<file path="config.mk">
export PLATFORM = sky130hd
export DESIGN_NAME = conv_layer_sequencer
export DESIGN_NICKNAME = d
export VERILOG_FILES = /design/src/rtl/conv_pkg.sv /design/src/rtl/conv_layer_sequencer.sv
export SDC_FILE = /design/constraint.sdc
export NUM_CORES = 1
export LEC_CHECK = 0
export CORE_AREA = 2 2 97 99
export CTS_BUF_LIST = sky130_fd_sc_hd__clkbuf_2 sky130_fd_sc_hd__clkbuf_4 sky130_fd_sc_hd__clkbuf_8
export DETAILED_ROUTE_END_ITERATION = 16
export DIE_AREA = 0 0 99 101
export DONT_BUFFER_PORTS = 1
export HOLD_SLACK_MARGIN = 0.03
export SLEW_MARGIN = 40
export SYNTH_ARGS = -nofsm -noshare
export SYNTH_HDL_FRONTEND = slang
export SYNTH_SLANG_ARGS = --single-unit
</file>
<file path="constraint.sdc">
create_clock -name aclk -period 2.05 [get_ports aclk]
set_input_delay 0.615 -clock aclk [delete_from_list [all_inputs] [get_ports aclk]]
set_output_delay 0.615 -clock aclk [all_outputs]
set_load 0.01 [all_outputs]
</file>
<file path="src/rtl/conv_pkg.sv">
// Shared types and limits for the convolution layer sequencer: the layer
// configuration record, the sequencer state encoding and a legality check.
package conv_pkg;

    localparam int KERNEL_W_MAX         = 8;
    localparam int KERNEL_H_MAX         = 8;
    localparam int KERNEL_FIELD_W       = 4;
    localparam int CIN_COUNTER_WIDTH    = 8;
    localparam int COLS_COUNTER_WIDTH   = 10;
    localparam int BLOCKS_COUNTER_WIDTH = 8;

    // All "_1" fields hold (count - 1) so that the full range of each field is usable.
    typedef struct packed {
        logic [KERNEL_FIELD_W-1:0]       kernel_w_1;
        logic [KERNEL_FIELD_W-1:0]       kernel_h_1;
        logic                            is_max;
        logic                            is_relu;
        logic [COLS_COUNTER_WIDTH-1:0]   cols_1;
        logic [CIN_COUNTER_WIDTH-1:0]    cin_1;
        logic [BLOCKS_COUNTER_WIDTH-1:0] blocks_1;
    } conv_cfg_t;

    typedef enum logic [1:0] {
        ST_IDLE  = 2'd0,
        ST_START = 2'd1,
        ST_RUN   = 2'd2,
        ST_DONE  = 2'd3
    } conv_state_t;

    // A kernel wider/taller than the engine supports, or with an even height
    // (odd kernel_h_1), cannot be run and is rejected at the handshake.
    function automatic logic cfg_is_illegal(input conv_cfg_t c);
        logic w_too_wide;
        logic w_too_tall;
        logic w_even_height;
        w_too_wide    = (c.kernel_w_1 > KERNEL_FIELD_W'(KERNEL_W_MAX - 1));
        w_too_tall    = (c.kernel_h_1 > KERNEL_FIELD_W'(KERNEL_H_MAX - 1));
        w_even_height = c.kernel_h_1[0];
        return w_too_wide | w_too_tall | w_even_height;
    endfunction

endpackage

</file>
<file path="src/rtl/conv_layer_sequencer.sv">
// Layer sequencer for the convolution engine: accepts one layer configuration
// at a time, fires the engine start pulse, counts closed output blocks and
// signals completion, with an idle watchdog that aborts a stalled layer.
module conv_layer_sequencer
    import conv_pkg::*;
#(
    parameter int TIMEOUT_W = 16
)
(
    input  logic      aclk,
    input  logic      aresetn,
    input  logic      cfg_valid,
    output logic      cfg_ready,
    input  conv_cfg_t cfg_data,
    output logic      start,
    output conv_cfg_t layer_cfg,
    input  logic      eng_m_valid,
    input  logic      eng_m_last,
    output logic      busy,
    output logic      done,
    output logic      cfg_err,
    output logic      timeout
);

    conv_state_t                     r_state;
    logic [BLOCKS_COUNTER_WIDTH-1:0] r_blk_cnt;
    logic [TIMEOUT_W-1:0]            r_wdog;
    conv_cfg_t                       r_layer_cfg;
    logic                            r_start;
    logic                            r_done;
    logic                            r_cfg_err;
    logic                            r_timeout;
    logic                            r_busy;
    logic                            r_cfg_ready;

    logic w_cfg_accept;
    logic w_cfg_illegal;
    logic w_wdog_full;

    assign w_cfg_accept  = cfg_valid & r_cfg_ready;
    assign w_cfg_illegal = cfg_is_illegal(cfg_data);
    assign w_wdog_full   = &r_wdog;

    // Sequencer FSM with block counter and watchdog; every output is registered.
    always_ff @(posedge aclk) begin
        if (!aresetn) begin
            r_state     <= ST_IDLE;
            r_blk_cnt   <= '0;
            r_wdog      <= '0;
            r_layer_cfg <= '0;
            r_start     <= 1'b0;
            r_done      <= 1'b0;
            r_cfg_err   <= 1'b0;
            r_timeout   <= 1'b0;
            r_busy      <= 1'b0;
            r_cfg_ready <= 1'b0;
        end else begin
            // Pulses are single-cycle unless a branch below re-asserts them.
            r_start   <= 1'b0;
            r_done    <= 1'b0;
            r_cfg_err <= 1'b0;
            r_timeout <= 1'b0;

            case (r_state)
                ST_IDLE: begin
                    r_busy      <= 1'b0;
                    r_cfg_ready <= 1'b1;
                    if (w_cfg_accept) begin
                        if (w_cfg_illegal) begin
                            // Rejected: stay ready, keep the previous layer_cfg.
                            r_cfg_err <= 1'b1;
                        end else begin
                            r_layer_cfg <= cfg_data;
                            r_start     <= 1'b1;
                            r_busy      <= 1'b1;
                            r_cfg_ready <= 1'b0;
                            r_state     <= ST_START;
                        end
                    end
                end

                ST_START: begin
                    r_blk_cnt <= r_layer_cfg.blocks_1;
                    r_wdog    <= '0;
                    r_state   <= ST_RUN;
                end

                ST_RUN: begin
                    if (eng_m_valid) begin
                        r_wdog <= '0;
                        if (eng_m_last) begin
                            if (r_blk_cnt != '0) begin
                                r_blk_cnt <= r_blk_cnt - BLOCKS_COUNTER_WIDTH'(1);
                            end else begin
                                r_done  <= 1'b1;
                                r_state <= ST_DONE;
                            end
                        end
                    end else if (w_wdog_full) begin
                        // Engine stalled too long: abort without a done pulse.
                        r_timeout   <= 1'b1;
                        r_busy      <= 1'b0;
                        r_cfg_ready <= 1'b1;
                        r_state     <= ST_IDLE;
                    end else begin
                        r_wdog <= r_wdog + TIMEOUT_W'(1);
                    end
                end

                ST_DONE: begin
                    r_busy      <= 1'b0;
                    r_cfg_ready <= 1'b1;
                    r_state     <= ST_IDLE;
                end

                default: begin
                    r_busy      <= 1'b0;
                    r_cfg_ready <= 1'b1;
                    r_state     <= ST_IDLE;
                end
            endcase
        end
    end

    assign cfg_ready = r_cfg_ready;
    assign start     = r_start;
    assign layer_cfg = r_layer_cfg;
    assign busy      = r_busy;
    assign done      = r_done;
    assign cfg_err   = r_cfg_err;
    assign timeout   = r_timeout;

endmodule

</file>
-- After elaboration in Yosys (flattened, before gate mapping)
Index checks and enable logic that the tools add are counted.
- flip-flop bits (word level): 68
- logic and storage cells: 80
- add/sub/neg operators: 2
- magnitude comparators: 2
- equality and inequality tests: 14
- multiplexer cells: 26
- bitwise gates (word level): 6
- reduce and logical (&&, ||, !) cells: 14
- operators by type and width (kind ; number):
    $mux W16 ; 2
    $pmux W16 S2 ; 1
    $mux W8 ; 3
    $add A16 B1 Y16 const B ; 1
    $pmux W8 S2 ; 1
    $reduce_and A16 Y1 ; 1
    $ne A2 B2 Y1 const B ; 7
    $mux W2 ; 6
    $ne A3 B3 Y1 const B ; 4
    $mux W1 ; 10
    $reduce_and A3 Y1 ; 3
    $gt A4 B3 Y1 const B ; 2
    $pmux W2 S4 ; 1
    $reduce_and A4 Y1 ; 2
    $reduce_bool A8 Y1 ; 1
    $sub A8 B1 Y8 const B ; 1
    $pmux W1 S3 ; 2
    $reduce_and A5 Y1 ; 1
    $eq A2 B2 Y1 const B ; 2
    $reduce_and A2 Y1 ; 2
    $not A1 Y1 ; 3
    $reduce_bool A3 Y1 ; 1
    $reduce_or A3 Y1 ; 1
    $eq A2 B1 Y1 const B ; 1
    other kinds (4) ; 5

-- Logic depth before layout (Yosys ltp)
- word-level depth: 6
- mapped depth: 7
- gate-level depth less buffers: 6

-- Worst setup path after synthesis
OpenSTA, ideal clock, no wires.
- path kind: reg-to-reg
- from: register r_state[0]
- to: register r_wdog[5]
- data arrival time: 1.651 ns
- required time: 1.989 ns
- slack: 0.338 ns
- cell stages (with the launch flop): 7
- cells stage by stage: dfxtp_1 inv_1 ha_1 or2_2 o21ai_0 and4b_1 a32o_1
- longest elaborated chain between the ends: 3
- elaborated cells on any way between the ends: 6
- classes of those cells: eq/ne (3); mux (1); reduce/logical (2)
- RTL lines (item ; RTL line ; source):
    from (decl) ; conv_layer_sequencer.sv:25 ; conv_state_t r_state;
    from (signal assigned) ; conv_layer_sequencer.sv:47 ; r_state <= ST_IDLE;
    from (signal assigned) ; conv_layer_sequencer.sv:77 ; r_state <= ST_START;
    from (signal assigned) ; conv_layer_sequencer.sv:85 ; r_state <= ST_RUN;
    $eq A2 B2 Y1 or $eq A2 B1 Y1 (tied branches) ; conv_layer_sequencer.sv:64 ; case (r_state)
    $ne A3 B3 Y1 (no source line) or $reduce_bool A2 Y1 (tied branches) ; - ;
    $reduce_and A2 Y1 (no source line) ; - ;
    to (signal assigned) ; conv_layer_sequencer.sv:106 ; r_wdog <= r_wdog + TIMEOUT_W'(1);
    to (decl) ; conv_layer_sequencer.sv:27 ; logic [TIMEOUT_W-1:0] r_wdog;
Parallel ways exist; a longest one is shown, timed or not.
A chain may end at the register's enable or synchronous reset.

-- Worst setup path after layout
- from: register r_blk_cnt[0]
- to: register r_blk_cnt[7]
- longest elaborated chain between the ends: 5
- elaborated cells on any way between the ends: 8
- classes of those cells: add/sub (1); eq/ne (1); mux (4); reduce/logical (2)
- RTL lines (item ; RTL line ; source):
    from (decl) ; conv_layer_sequencer.sv:26 ; logic [BLOCKS_COUNTER_WIDTH-1:0] r_blk_cnt;
    from (signal assigned) ; conv_layer_sequencer.sv:83 ; r_blk_cnt <= r_layer_cfg.blocks_1;
    from (signal assigned) ; conv_layer_sequencer.sv:93 ; r_blk_cnt <= r_blk_cnt - BLOCKS_COUNTER_WIDTH'(1);
    $sub A8 B1 Y8 ; conv_layer_sequencer.sv:93 ;
    $mux W8 ; conv_layer_sequencer.sv:92 ; if (r_blk_cnt != '0) begin
    $mux W8 ; conv_layer_sequencer.sv:91 ; if (eng_m_last) begin
    $mux W8 ; conv_layer_sequencer.sv:89 ; if (eng_m_valid) begin
    $pmux W8 S2 ; conv_layer_sequencer.sv:64 ;
Parallel ways exist; a longest one is shown, timed or not. The select of a mux whose other input is x is not followed.

==> flow_summary.toml <==
[drt]
drc = 0
vias = 2762
first_pass_iters = 4
wl_per_cell_um = 15.6
drt_iter0_drc = 162
final_antenna_net_count = 0
drt-total-wl_um = 7650
via_per_inst = 5.64

[final_layout]
antenna_cells = 0
seq_area_um2 = 1360
multi_input_area_um2 = 1570
area_delta_synth_final_pct = 10.9
fillers = 908
nNetsFinal = 423
post-route-util = 0.380
drive_gt1_frac = 0.124
stdcell_area_um2 = 3420

[setup_path]
rr_worst_depth = 6
worst_ep_required_time_ns = 2.34
critPathLaunch = "r_blk_cnt[0]"
slowest_stage = "nor4b_1"
crit_type = "reg -> reg"
crit_family = "simple AND/OR/NAND/NOR gates"
cp_data_arrival_time_ns = 2.21
r2r-end = "r_blk_cnt[7]"
cp_num_buf_inv = 1
critPathLaunchType = "flip-flop"
reg2reg_from = "r_blk_cnt[0]"
end_kind = "flip-flop"
slowest_delay_ns = 0.51
regToRegSetupSlack_ns = 0.13
path_cells = "inv_1, ha_1, nor4b_1, a211oi_2, nor2_2, o221a_2"
path_max_fanout = 6

[yosys]
synth_area_um2 = 3080
yosys.area.top_type = "dfxtp_1"
synthTopCellsByArea = "dfxtp_1, nand2_1, a21oi_1, ha_1, nand4_1"
synth_ff_type = "dfxtp_1"
syn-num-nets = 423
synth_top_area_frac = 0.442
ys_types = 58
synth-seq-cells = 68
syn_inst = 374
ys_warn_count = 0
synth_edf_count = 0
syn_area_per_cell_um2 = 8.23
synthArstFlopShare = 0
yosysSeqAreaShare = 0.442

[placement]
port_buffers = 0
place.gp.congestion = 0.832
placedInstanceArea_um2 = 3200
hpwl_um = 5370

[timing]
fin_crit_ns = 1.92
maxSlewHeadroom = 0.596
setup_violations = 0
fin_crit_sh = 0.936
skew_ns = 0.0117
rsz0062_at_grt = "no"
final-hold-violation-count = 0
hold-worst-slack_ns = 0.391
finalSetupTns_ns = 0
slew_violations = 0
fmax_mhz = 521
worst_pin_slew_ns = 0.598

[die]
fp.dieArea_um2 = 10000
die_height_um = 101
rows = 35
pin_count = 83
die_w_um = 99
core_um2 = 8980
initial_core_util = 0.343

[clock_network]
cts.sinks = 68
numCtsBuffers = 9
max-clock-path-buffers = 2
clkTransAtPathRegs_ns = 0.08
ctsHoldBuffers = 0
cts_tree = "built"
cts_root_buf = "clkbuf_8"
ctsHtreeMaxLevel = 3
clk_latency_ns = 0.35

[worst_hold_path]
hold_path.class = "in -> reg"
whs_path_depth = 2
min_to = "layer_cfg[33]"
hold_start = "cfg_data[33]"

[grt]
track_usage = 0.155
grt_pass1_vias = 2687
overflow = 0
grt_pass1_wl_um = 12600
grt_max_degree = 38
antenna_found_initial = 0

[power_and_ir_drop]
p_per_area_nw_per_um2 = 932
peakVddDrop_mv = 0.472
finalPower_mw = 3.18
p_leak_nw = 1.20

[run]
drv_cap = 0

[status]
status = "completed"
-- how the worst max path moves through the flow --
| stage | endpoint | cells after the start | slack, ns |
|---|---|---|---|
| 2_1_floorplan | r_wdog[5] | 6 | 0.34 |
| 3_3_place_gp | r_wdog[5] | 6 | 0.22 |
| 3_5_place_dp | r_wdog[5] | 6 | 0.07 |
| 4_1_cts | r_wdog[5] | 6 | 0.05 |
| 5_1_grt | r_blk_cnt[6] | 6 | 0.02 |
| 6_report | r_blk_cnt[7] | 6 | 0.13 |
-- area by class of cell --
type / instances / share of cell area
Multi-Input combinational cell: 272 / 0.461
Sequential cell: 68 / 0.399
Tap cell: 111 / 0.0407
Clock buffer: 9 / 0.0363
Timing Repair Buffer: 13 / 0.0286
Clock inverter: 7 / 0.0242
Inverter: 10 / 0.0110
-- flip-flops by register name (all words and copies together), names as in the netlist --
| signal | cells |
|---|---|
| busy | 1 |
| cfg_err | 1 |
| cfg_ready | 1 |
| done | 1 |
| layer_cfg | 36 |
| r_blk_cnt | 8 |
| r_state | 2 |
| r_wdog | 16 |
| start | 1 |
| timeout | 1 |
-- layout by cell type (no fill, tap or decap), drive strengths merged, types with 2 or more instances in the layout --
cell type | synthesis | layout
o21a | 2 | 2
a2bb2oi | 3 | 3
dfxtp | 68 | 68
a31oi | 6 | 6
buf | 11 | 13
clkbuf | 13 | 9
nand3 | 10 | 10
ha | 8 | 8
and4b | 2 | 2
nor3 | 10 | 10
a21o | 2 | 2
a211o | 2 | 2
nor2 | 17 | 17
or4 | 2 | 2
a21oi | 46 | 46
nand2 | 83 | 83
a31o | 2 | 2
clkinvlp | 0 | 2
nor2b | 2 | 2
a41oi | 2 | 2
and4 | 6 | 6
o21ai | 8 | 8
o22ai | 2 | 2
or3 | 2 | 2
o32ai | 2 | 2
a211oi | 6 | 6
nor3b | 2 | 2
o221a | 4 | 4
inv | 10 | 14
a32o | 2 | 2
and3 | 6 | 6
nand4 | 10 | 10
o211ai | 4 | 4
nor4 | 5 | 5
-- metrics by stage --
step	cells	setup slack [ns]
6_report	490	0.131
5_1_grt	490	0.0177
4_1_cts	490	0.0459
3_5_place_dp	474	0.0685
3_3_place_gp	474	0.216
2_1_floorplan	374	0.338
-- synth_stat cells (3+ instances only) --
| cell type | count |
|---|---|
| nand3_1 | 10 |
| ha_1 | 8 |
| nor2_1 | 16 |
| nand4_1 | 10 |
| clkbuf_1 | 12 |
| nor4_1 | 5 |
| a21oi_1 | 45 |
| inv_1 | 8 |
| dfxtp_1 | 68 |
| o221a_2 | 4 |
| and4_1 | 5 |
| and3_1 | 6 |
| a211oi_1 | 5 |
| a31oi_1 | 6 |
| buf_2 | 9 |
| o211ai_1 | 4 |
| nand2_1 | 83 |
| a2bb2oi_1 | 3 |
| o21ai_0 | 6 |
| nor3_1 | 9 |
-- cells by family (layout without fill, tap and decap cells) --
family / Yosys count / count (layout) / share of synthesized area
AO/OA/AOI/OAI: 101 / 101 / 0.218
adder cells (fa/ha/maj): 8 / 8 / 0.0325
buffers and inverters: 34 / 39 / 0.0492
flip-flops: 68 / 68 / 0.442
multiplexers: 1 / 1 / 0.00325
AND/OR/NAND/NOR: 162 / 162 / 0.255
-- power by group --
group	switching (mW)	leakage, nW	internal [mW]
sequential	0.0626	0.549	1.38
clock	0.577	0.0988	0.583
combinational	0.361	0.550	0.221
-- layer usage --
metal	part of all wire	routed length, µm	track usage
met1	0.45	3430	0.196
met2	0.45	3430	0.245
met3	0.092	700	0.0610
met4	0.012	89	0.0453
met5	0	0	0
-- what timing repair did --
action | CTS | global route
gates resized for setup | 0 | 3
buffers inserted | 0 | 0
setup endpoints to repair | 0 | 7
-- worst register-to-register path: cells and delay by family (launching register included) --
family | cells | cell delay, ns
simple gates | 2 | 0.81
compound gates | 2 | 0.43
flops | 1 | 0.35
fa+ha+maj | 1 | 0.16
buf+inv | 1 | 0.11
(Power assumes the default switching activity.)
